`config.mk`:
```
export PLATFORM = sky130hd
export DESIGN_NAME = sseg_scan_driver
export DESIGN_NICKNAME = d
export VERILOG_FILES = /design/src/rtl/sseg_scan_driver.sv
export SDC_FILE = /design/constraint.sdc
export NUM_CORES = 1
export LEC_CHECK = 0
export CAP_MARGIN = 15
export CORE_AREA = 2 2 154 156
export CTS_CLUSTER_SIZE = 10
export DETAILED_ROUTE_END_ITERATION = 12
export DIE_AREA = 0 0 156 158
export PLACE_DENSITY = 0.55
export SLEW_MARGIN = 20
export SYNTH_ARGS = -nofsm -noshare
export SYNTH_HDL_FRONTEND = slang
export SYNTH_SLANG_ARGS = --single-unit
```
`constraint.sdc`:
```
create_clock -name clk -period 4.1 [get_ports clk]
set_clock_uncertainty 0.1 [all_clocks]
set_input_delay 0.615 -clock clk [delete_from_list [all_inputs] [get_ports clk]]
set_output_delay 0.615 -clock clk [all_outputs]
set_load 0.01 [all_outputs]
```
`src/rtl/sseg_scan_driver.sv`:
```
// Time-multiplexed seven-segment scan driver.
// Payload loads are staged and promoted to the displayed set only at the frame
// boundary, so a frame never mixes old and new data. Anodes and cathodes are
// active-low and registered.
module sseg_scan_driver #(
    parameter int N_DIGITS     = 8,
    parameter int DWELL_CYCLES = 100000
) (
    input  logic                    clk,
    input  logic                    rst,
    input  logic                    load,
    input  logic [4*N_DIGITS-1:0]   value,
    input  logic [N_DIGITS-1:0]     dp_mask,
    input  logic [N_DIGITS-1:0]     blank_mask,
    input  logic                    lz_en,
    input  logic [2:0]              brightness,
    output logic [N_DIGITS-1:0]     an,
    output logic [7:0]              sseg,
    output logic                    frame_tick
);

    localparam int IDX_W = (N_DIGITS > 1) ? $clog2(N_DIGITS) : 1;
    localparam int CNT_W = $clog2(DWELL_CYCLES);
    localparam logic [CNT_W-1:0] CNT_LAST = CNT_W'(DWELL_CYCLES - 1);
    localparam logic [IDX_W-1:0] IDX_LAST = IDX_W'(N_DIGITS - 1);

    logic [CNT_W-1:0]        dwell_cnt_q, dwell_cnt_d;
    logic [IDX_W-1:0]        idx_q, idx_d;
    logic                    dwell_last, frame_last;
    logic                    frame_start_q;

    logic [4*N_DIGITS-1:0]   stg_value_q, act_value_q;
    logic [N_DIGITS-1:0]     stg_dp_q, act_dp_q;
    logic [N_DIGITS-1:0]     stg_blank_q, act_blank_q;
    logic                    stg_lz_q, act_lz_q;
    logic                    pending_q;

    logic [N_DIGITS-1:0]     upper_zero;
    logic [3:0]              nib;
    logic [31:0]             on_window;
    logic                    digit_blank, driven;
    logic [N_DIGITS-1:0]     an_d, an_q;
    logic [7:0]              sseg_d, sseg_q;
    logic                    frame_tick_q;

    // Hex nibble to active-low {g,f,e,d,c,b,a}
    function automatic logic [6:0] seg_decode(input logic [3:0] n);
        case (n)
            4'h0: seg_decode = 7'h40;
            4'h1: seg_decode = 7'h79;
            4'h2: seg_decode = 7'h24;
            4'h3: seg_decode = 7'h30;
            4'h4: seg_decode = 7'h19;
            4'h5: seg_decode = 7'h12;
            4'h6: seg_decode = 7'h02;
            4'h7: seg_decode = 7'h78;
            4'h8: seg_decode = 7'h00;
            4'h9: seg_decode = 7'h10;
            4'hA: seg_decode = 7'h08;
            4'hB: seg_decode = 7'h03;
            4'hC: seg_decode = 7'h46;
            4'hD: seg_decode = 7'h21;
            4'hE: seg_decode = 7'h06;
            default: seg_decode = 7'h0E;
        endcase
    endfunction

    // Dwell counter and digit index advance; frame_last marks the 7->0 wrap cycle
    always_comb begin
        dwell_last  = (dwell_cnt_q == CNT_LAST);
        frame_last  = dwell_last && (idx_q == IDX_LAST);
        dwell_cnt_d = dwell_last ? '0 : dwell_cnt_q + CNT_W'(1);
        idx_d       = idx_q;
        if (dwell_last) begin
            idx_d = (idx_q == IDX_LAST) ? '0 : idx_q + IDX_W'(1);
        end
    end

    // Scan position registers; frame_start_q flags the first cycle of a new frame
    always_ff @(posedge clk or posedge rst) begin
        if (rst) begin
            dwell_cnt_q   <= '0;
            idx_q         <= '0;
            frame_start_q <= 1'b0;
        end else begin
            dwell_cnt_q   <= dwell_cnt_d;
            idx_q         <= idx_d;
            frame_start_q <= frame_last;
        end
    end

    // Staging capture: last load wins, pending holds until the frame boundary
    always_ff @(posedge clk or posedge rst) begin
        if (rst) begin
            stg_value_q <= '0;
            stg_dp_q    <= '0;
            stg_blank_q <= '0;
            stg_lz_q    <= 1'b0;
            pending_q   <= 1'b0;
        end else begin
            if (load) begin
                stg_value_q <= value;
                stg_dp_q    <= dp_mask;
                stg_blank_q <= blank_mask;
                stg_lz_q    <= lz_en;
            end
            if (load) begin
                pending_q <= 1'b1;
            end else if (frame_last) begin
                pending_q <= 1'b0;
            end
        end
    end

    // Promote staging to the displayed set on the boundary cycle only
    always_ff @(posedge clk or posedge rst) begin
        if (rst) begin
            act_value_q <= '0;
            act_dp_q    <= '0;
            act_blank_q <= '0;
            act_lz_q    <= 1'b0;
        end else if (frame_last && pending_q) begin
            act_value_q <= stg_value_q;
            act_dp_q    <= stg_dp_q;
            act_blank_q <= stg_blank_q;
            act_lz_q    <= stg_lz_q;
        end
    end

    // Pin values for the current scan position: visibility, PWM window, decode
    always_comb begin
        nib = '0;
        for (int i = 0; i < N_DIGITS; i++) begin
            upper_zero[i] = ((act_value_q >> (4 * i)) == '0);
            if (idx_q == IDX_W'(i)) begin
                nib = act_value_q[4*i +: 4];
            end
        end
        on_window   = ((32'(brightness) + 32'd1) * 32'(DWELL_CYCLES)) >> 3;
        digit_blank = act_blank_q[idx_q] ||
                      (act_lz_q && (idx_q != '0) && upper_zero[idx_q]);
        driven      = !digit_blank && (32'(dwell_cnt_q) < on_window);
        an_d        = '1;
        sseg_d      = 8'hFF;
        if (driven) begin
            an_d   = ~(N_DIGITS'(1) << idx_q);
            sseg_d = {~act_dp_q[idx_q], seg_decode(nib)};
        end
    end

    // Registered pins, dark while in reset
    always_ff @(posedge clk or posedge rst) begin
        if (rst) begin
            an_q         <= '1;
            sseg_q       <= 8'hFF;
            frame_tick_q <= 1'b0;
        end else begin
            an_q         <= an_d;
            sseg_q       <= sseg_d;
            frame_tick_q <= frame_start_q;
        end
    end

    assign an         = an_q;
    assign sseg       = sseg_q;
    assign frame_tick = frame_tick_q;

endmodule
```
==> impl_metrics.yaml, run 1 <==
status:
  run_status: "finished, final reports clean"
timing:
  fin_crit_sh_pct: 95.15
  maxSlewViolCount: 0
  setup_viol: 0
  clock.fmax_ghz: 0.2563
  relSlewSlack_pct: 54.14
  hold_violations: 0
  finalWorstPathRequiredPeriod_ns: 3.901
  worstMarginPinSlew_ns: 0.6820
floorplan:
  num_io_pins: 72
  die-width_um: 156
  rows: 56
  fp.dieH_um: 158
  fp.coreArea_mm2: 0.02305
  die_area_mm2: 0.02465
  floorplan.initialDensity_pct: 29.48
route:
  wirelength_met1_um: 6356
  post_drt_via_cell_ratio: 4.796
  met3WireLength_um: 600
  number_of_nets_with_antenna_violations_after_detailed_routing: 0
  met2_wirelength_um: 7760
  maxUsedRoutingLayer: "met4"
  detailroute.via_count: 4551
  drt_first_iter_violations: 222
  route.detailed.drc: 0
  first_pass_iters: 5
  routed_wl_um: 14850
  wl_per_cell_um: 15.65
layout:
  largestRegisters: "act_value_q: 32 flops, stg_value_q: 32 flops, dwell_cnt_q: 17 flops"
  antenna_cells: 0
  final_nets: 743
  finish.instance_area_mm2: 0.008767
  layout-area-overhead-vs-synth_pct: 28.99
  post_route_cells_drive_above_1_share_pct: 30.65
global_routing:
  grt_use_total_pct: 12.96
  grt_pass1_wl_um: 24860
  grt_antenna_before_repair: 0
  grt_start_max_net_pins: 41
  grt.overflow.total: 0
  grt_pass1_vias: 4849
placement:
  buffer_ports.inserted: 71
  routabilityCongestion: 0.7971
  place_hpwl_um: 11090
  dpl_cell_area_mm2: 0.008051
yosys:
  syn-num-nets: 648
  syn_inst: 551
  yosysUniqueCellTypes: 56
  synth.cell_area_mm2: 0.006797
  main_flop_type_after_synthesis: "sky130_fd_sc_hd__dfrtp_1"
  synth-warning-count: 0
  synth_top_area_share_pct: 44.55
  synth-edff-count: 0
  synth_area_leaders: "sky130_fd_sc_hd__dfrtp_1, sky130_fd_sc_hd__mux2_2, sky130_fd_sc_hd__ha_1, sky130_fd_sc_hd__dfstp_2, sky130_fd_sc_hd__xnor2_1"
  yosysSeqAreaShare_pct: 50.74
  syn_area_per_cell_um2: 12.33
  commonest_cells_in_the_netlist: "sky130_fd_sc_hd__dfrtp_1, sky130_fd_sc_hd__mux2_2, sky130_fd_sc_hd__ha_1, sky130_fd_sc_hd__nor2_1, sky130_fd_sc_hd__nand2_1"
  ys_ff_latch: 137
  synth-async-reset-ratio_pct: 100.0
  synth_most_common_cell: "sky130_fd_sc_hd__dfrtp_1"
  synth_largest_area_cell: "sky130_fd_sc_hd__dfrtp_1"
min_path:
  min_to: "frame_tick"
  holdCritStartpoint: "frame_start_q"
  hp-class: "reg -> reg"
  worst_hold_path.num_cells: 0
clock_tree:
  cts-root-to-sink-buffers: 2
  clk_latency_ns: 0.43
  cts.clk_slew.worst_paths_ns: 0.05
  clock_sink_total: 137
  tritoncts: "done"
  clockRootBuffer: "sky130_fd_sc_hd__clkbuf_16"
  htreeDepth: 4
  cts_buffers: 17
  cts_hold_buffers: 0
critical_path:
  r2r_start: "idx_q[0]"
  path_class: "in -> reg"
  standard_cell_with_the_maximum_stage_delay_on_the_critical_path: "sky130_fd_sc_hd__clkdlybuf4s50_1"
  capturing_point_of_the_worst_reg2reg_path: "sseg[6]"
  worstSetupEndpointType: "flip-flop"
  ff_to_ff_path_depth: 12
  critical_path_peak_fanout: 8
  worst_path_largest_cell_delay_ns: 0.48
  worst_ep_required_time_ns: 4.32
  timing.critical_path.from_type: "input pin"
  path_common_cell: "sky130_fd_sc_hd__ha_4"
  crit_chain: "clkdlybuf4s50_1, and3_4, ha_4, ha_4, ha_4, a21oi_1, o21ai_1, xnor2_1, ha_1, nand3_1, nor2_1, a2111oi_2, o211ai_1, a311oi_2, buf_4, buf_8, o311ai_0"
  crit_arrival_ns: 4.12
  reg2reg_slack_ns: 0.69
power_and_ir_drop:
  clkPwrFrac_pct: 48.3
  total_switching_power_mw: 0.7358
  worst_ir_drop_vdd_v: 0.0002389
  totalPowerFinal_mw: 3.400
  pwr-share-comb_pct: 9.6
  power_per_cell_area_mw_per_mm2: 387.9
  internal_power_mw: 2.665
  p_sw_share_pct: 21.64
  seqPwrFrac_pct: 42.1
  power_leakage_nw: 3.893
run:
  max_cap_violations: 0
==> final cells by class <==
type                            instances  area (um2)
Clock inverter                         12       198.9
Timing Repair Buffer                  100       968.4
Inverter                               22       88.84
Sequential cell                       137        3448
Multi-Input combinational cell        368        3263
Tap cell                              290       362.8
Clock buffer                           20       436.7
Fill cell                            2183       14290
==> power by group through the flow <==
stage	clock network, mW	registers, mW	logic (mW)
finish	1.64	1.43	0.325
global route	1.74	1.44	0.361
CTS	1.68	1.43	0.318
detailed placement	0	1.46	0.313
global placement	0	1.46	0.297
floorplan	0	1.44	0.188
==> routing by layer <==
| layer | global-route usage, % | vias up |
|---|---|---|
| met3 | 3.504 | 12 |
| li1 | - | 2171 |
| met2 | 22.59 | 92 |
| met4 | 4.369 | 0 |
| met1 | 15.51 | 2276 |
| met5 | 0 | - |
==> worst max path at each step <==
stage,cells past startpoint,startpoint,to,slack [ns]
2_1_floorplan,19,brightness[0],an[4],0.007
3_3_place_gp,17,brightness[0],sseg[2],-0.58
3_5_place_dp,17,brightness[0],sseg[2],-0.71
4_1_cts,18,brightness[2],sseg[2],0.14
5_1_grt,18,brightness[2],sseg[2],-0.02
6_report,17,brightness[2],sseg[2],0.20
==> logic make-up after synthesis <==
group,count (synthesis),synth area share (%)
AO/OA/AOI/OAI,80,7.898
XOR/XNOR,29,3.848
buffers and inverters,46,2.853
adder cells (fa/ha/maj),42,7.732
flip-flops,137,50.74
multiplexers,103,18.26
AND/OR/NAND/NOR,114,8.671
==> through the flow <==
stage	std cells	utilization [%]	hold slack, ns	TNS [ns]	setup WS [ns]
2_1_floorplan	551	-	0.2312	0	0.006599
4_1_cts	948	37.82	0.2520	0	0.1438
5_1_grt	949	38.03	0.2678	-0.06667	-0.02367
3_5_place_dp	914	34.93	0.2395	-10.42	-0.7069
3_3_place_gp	912	34.69	0.2406	-8.358	-0.5816
6_report	949	38.03	0.2498	0	0.1988
==> layout by cell type (no fill, tap or decap), types with 6 or more instances in the layout <==
master,instances
sky130_fd_sc_hd__inv_1,19
sky130_fd_sc_hd__mux2_4,10
sky130_fd_sc_hd__o21ai_0,9
sky130_fd_sc_hd__nand3_1,18
sky130_fd_sc_hd__nor3_1,6
sky130_fd_sc_hd__dfrtp_1,121
sky130_fd_sc_hd__clkdlybuf4s50_1,68
sky130_fd_sc_hd__xnor2_1,19
sky130_fd_sc_hd__nand2_1,25
sky130_fd_sc_hd__nand4_1,6
sky130_fd_sc_hd__nor2_1,27
sky130_fd_sc_hd__xor2_1,9
sky130_fd_sc_hd__mux2_2,88
sky130_fd_sc_hd__dfstp_2,16
sky130_fd_sc_hd__ha_1,35
sky130_fd_sc_hd__buf_4,26
sky130_fd_sc_hd__clkbuf_16,17
sky130_fd_sc_hd__ha_4,6
sky130_fd_sc_hd__a21oi_1,22
sky130_fd_sc_hd__nand2b_1,7
==> worst max-delay path, delay by kind of cell <==
kind | cells | cell delay (ns)
and+or+nand+nor | 3 | 0.37
adders and majority gates | 4 | 0.98
xor gates and xnor gates | 1 | 0.16
buffers and inverters | 3 | 0.78
AOI/OAI and AO/OA | 6 | 1.19
==> what timing repair did <==
action	CTS	global route
resized for setup	9	8
endpoints found under the setup margin	16	16
endpoints found under the hold margin	0	0
pin swaps	1	5
buffers inserted	1	1
gates cloned	1	0
(Power assumes the default switching activity.)
==> inputs of run 2 (changes only) <==
- CAP_MARGIN: 15 -> 25
==> results of run 2 <==
Final layout, timing and power as in run 1 (identical DEF).
==> inputs of run 3 (changes only) <==
- SETUP_SLACK_MARGIN: default -> 0.05
==> impl_metrics.yaml, run 3 (synthesis gave the netlist of run 1 again) <==
critical_path:
  path_class: "in -> reg"
  worstSetupEndpointType: "flip-flop"
  crit_chain: "clkdlybuf4s50_1, and3_4, ha_4, ha_4, ha_4, a21oi_2, o21ai_2, a21o_1, a21oi_2, xnor2_1, ha_1, a21oi_1, nor2b_1, o21ai_1, o211ai_1, a311oi_2, buf_4, buf_4, nand3_1"
  worst_path_largest_cell_delay_ns: 0.48
  path_common_cell: "sky130_fd_sc_hd__ha_4"
  standard_cell_with_the_maximum_stage_delay_on_the_critical_path: "sky130_fd_sc_hd__clkdlybuf4s50_1"
  timing.critical_path.from_type: "input pin"
  crit_arrival_ns: 4.11
  critical_path_peak_fanout: 8
  worst_ep_required_time_ns: 4.32
layout:
  post_route_cells_drive_above_1_share_pct: 30.89
  final_cell_count_no_fill: 944
  largestRegisters: "act_value_q: 32 flops, stg_value_q: 32 flops, dwell_cnt_q: 17 flops"
  mostFrequentLayoutCell: "sky130_fd_sc_hd__dfrtp_1"
  final_nets: 739
  layout-area-overhead-vs-synth_pct: 28.94
  most-common-layout-cells: "sky130_fd_sc_hd__dfrtp_1, sky130_fd_sc_hd__mux2_2, sky130_fd_sc_hd__clkdlybuf4s50_1"
  fillers: 2161
  antenna_cells: 0
  post-route-util_pct: 38.02
timing:
  setup_viol: 0
  worstMarginPinSlew_ns: 0.7497
  setup_repair_after_global_routing_missed_its_margin: "no"
  finalWorstPathRequiredPeriod_ns: 3.889
  clock.fmax_ghz: 0.2571
  hold_violations: 0
  relSlewSlack_pct: 50.02
  finalHoldWorstSlack_ns: 0.2496
  timing.final.ws_setup_ns: 0.2108
  fin_crit_sh_pct: 94.86
  maxSlewViolCount: 0
route:
  drt_first_iter_violations: 295
  detailroute.via_count: 4542
  number_of_nets_with_antenna_violations_after_detailed_routing: 0
  first_pass_iters: 5
  routed_wl_um: 14730
  wl_per_cell_um: 15.60
  route.detailed.drc: 0
  post_drt_via_cell_ratio: 4.811
power_and_ir_drop:
  power_per_cell_area_mw_per_mm2: 388.7
  power_leakage_nw: 3.881
  worst_ir_drop_vdd_v: 0.0002183
clock_tree:
  cts_buffers: 17
  tritoncts: "done"
  clock_sink_total: 137
  cts.clk_slew.worst_paths_ns: 0.06
  clockRootBuffer: "sky130_fd_sc_hd__clkbuf_16"
  clk_latency_ns: 0.42
  cts-root-to-sink-buffers: 2
  htreeDepth: 4
placement:
  buffer_ports.inserted: 71
  place_worst_setup_slack_ns: -0.6270
  place_hpwl_um: 10830
  routabilityCongestion: 0.7769
  dp.cells: 911
floorplan:
  floorplan.initialDensity_pct: 29.48
  rows: 56
  fp.dieH_um: 158
  num_io_pins: 72
  fp.coreArea_mm2: 0.02305
  die_area_mm2: 0.02465
  die-width_um: 156
global_routing:
  grt_start_max_net_pins: 95
  grt_antenna_before_repair: 0
  grt_pass1_wl_um: 24850
  grt.overflow.total: 0
  grt_pass1_vias: 4979
  grt_use_total_pct: 12.87
min_path:
  hp-class: "reg -> reg"
run:
  max_cap_violations: 0
status:
  run_status: "finished, final reports clean"
==> run 3: final timing paths <==
kind | from | cells past startpoint | slack (ns) | endpoint
worst min-delay path | frame_start_q | 0 | 0.25 | frame_tick
worst min register to register | frame_start_q | 0 | 0.25 | frame_tick
max in group asynchronous | rst | 3 | 2.74 | act_value_q[6]
worst max-delay path | brightness[2] | 19 | 0.21 | an[6]
min in group asynchronous | rst | 2 | 0.40 | act_value_q[20]
worst max register to register | idx_q[0] | 12 | 0.65 | sseg[6]
==> run 3: routing by layer <==
metal	track usage, %	share of wire, %	vias to the layer above
met2	22.38	51	91
li1	-	-	2167
met1	15.46	43	2263
met5	0	0	-
met3	3.422	4.3	21
met4	4.412	1.6	0
==> run 3: timing repair <==
action	in CTS	in global routing
endpoints found under the setup margin	16	16
pin swaps	1	5
gates resized for setup	6	14
setup buffers	1	0
hold buffers	0	0
gates cloned	1	0
==> run 3: cell type report <==
type	instances	area, um2	share of cell area [%]
multi-input cells	368	3282	37.45
clock inverters	10	165.2	1.885
clock buffers	21	480.5	5.483
repair buffers	96	935.9	10.68
inverters	22	88.84	1.014
well taps	290	362.8	4.140
flip-flops and latches	137	3448	39.35
==> run 3: critical path: cells and delay by family <==
family | cells | cell delay (ns)
XOR/XNOR | 1 | 0.13
AO/OA/AOI/OAI | 8 | 1.20
adder cells (fa/ha/maj) | 4 | 0.95
buffers and inverters | 3 | 0.83
AND/OR/NAND/NOR | 3 | 0.36
==> run 3: stage by stage <==
stage	power, mW	TNS, ns	area (um2)
global route	3.553	0	8763
global placement	1.756	-7.520	8010
floorplan	1.634	0	6882
finish	3.406	0	8763
CTS	3.436	0	8710
detailed placement	1.769	-9.172	8038
==> run 3: power by group <==
part / internal, mW / total, mW / leakage (nW) / switching [mW]
logic: 0.181 / 0.323 / 1.85 / 0.142
registers: 1.40 / 1.43 / 1.73 / 0.0282
clock network: 1.08 / 1.65 / 0.308 / 0.571
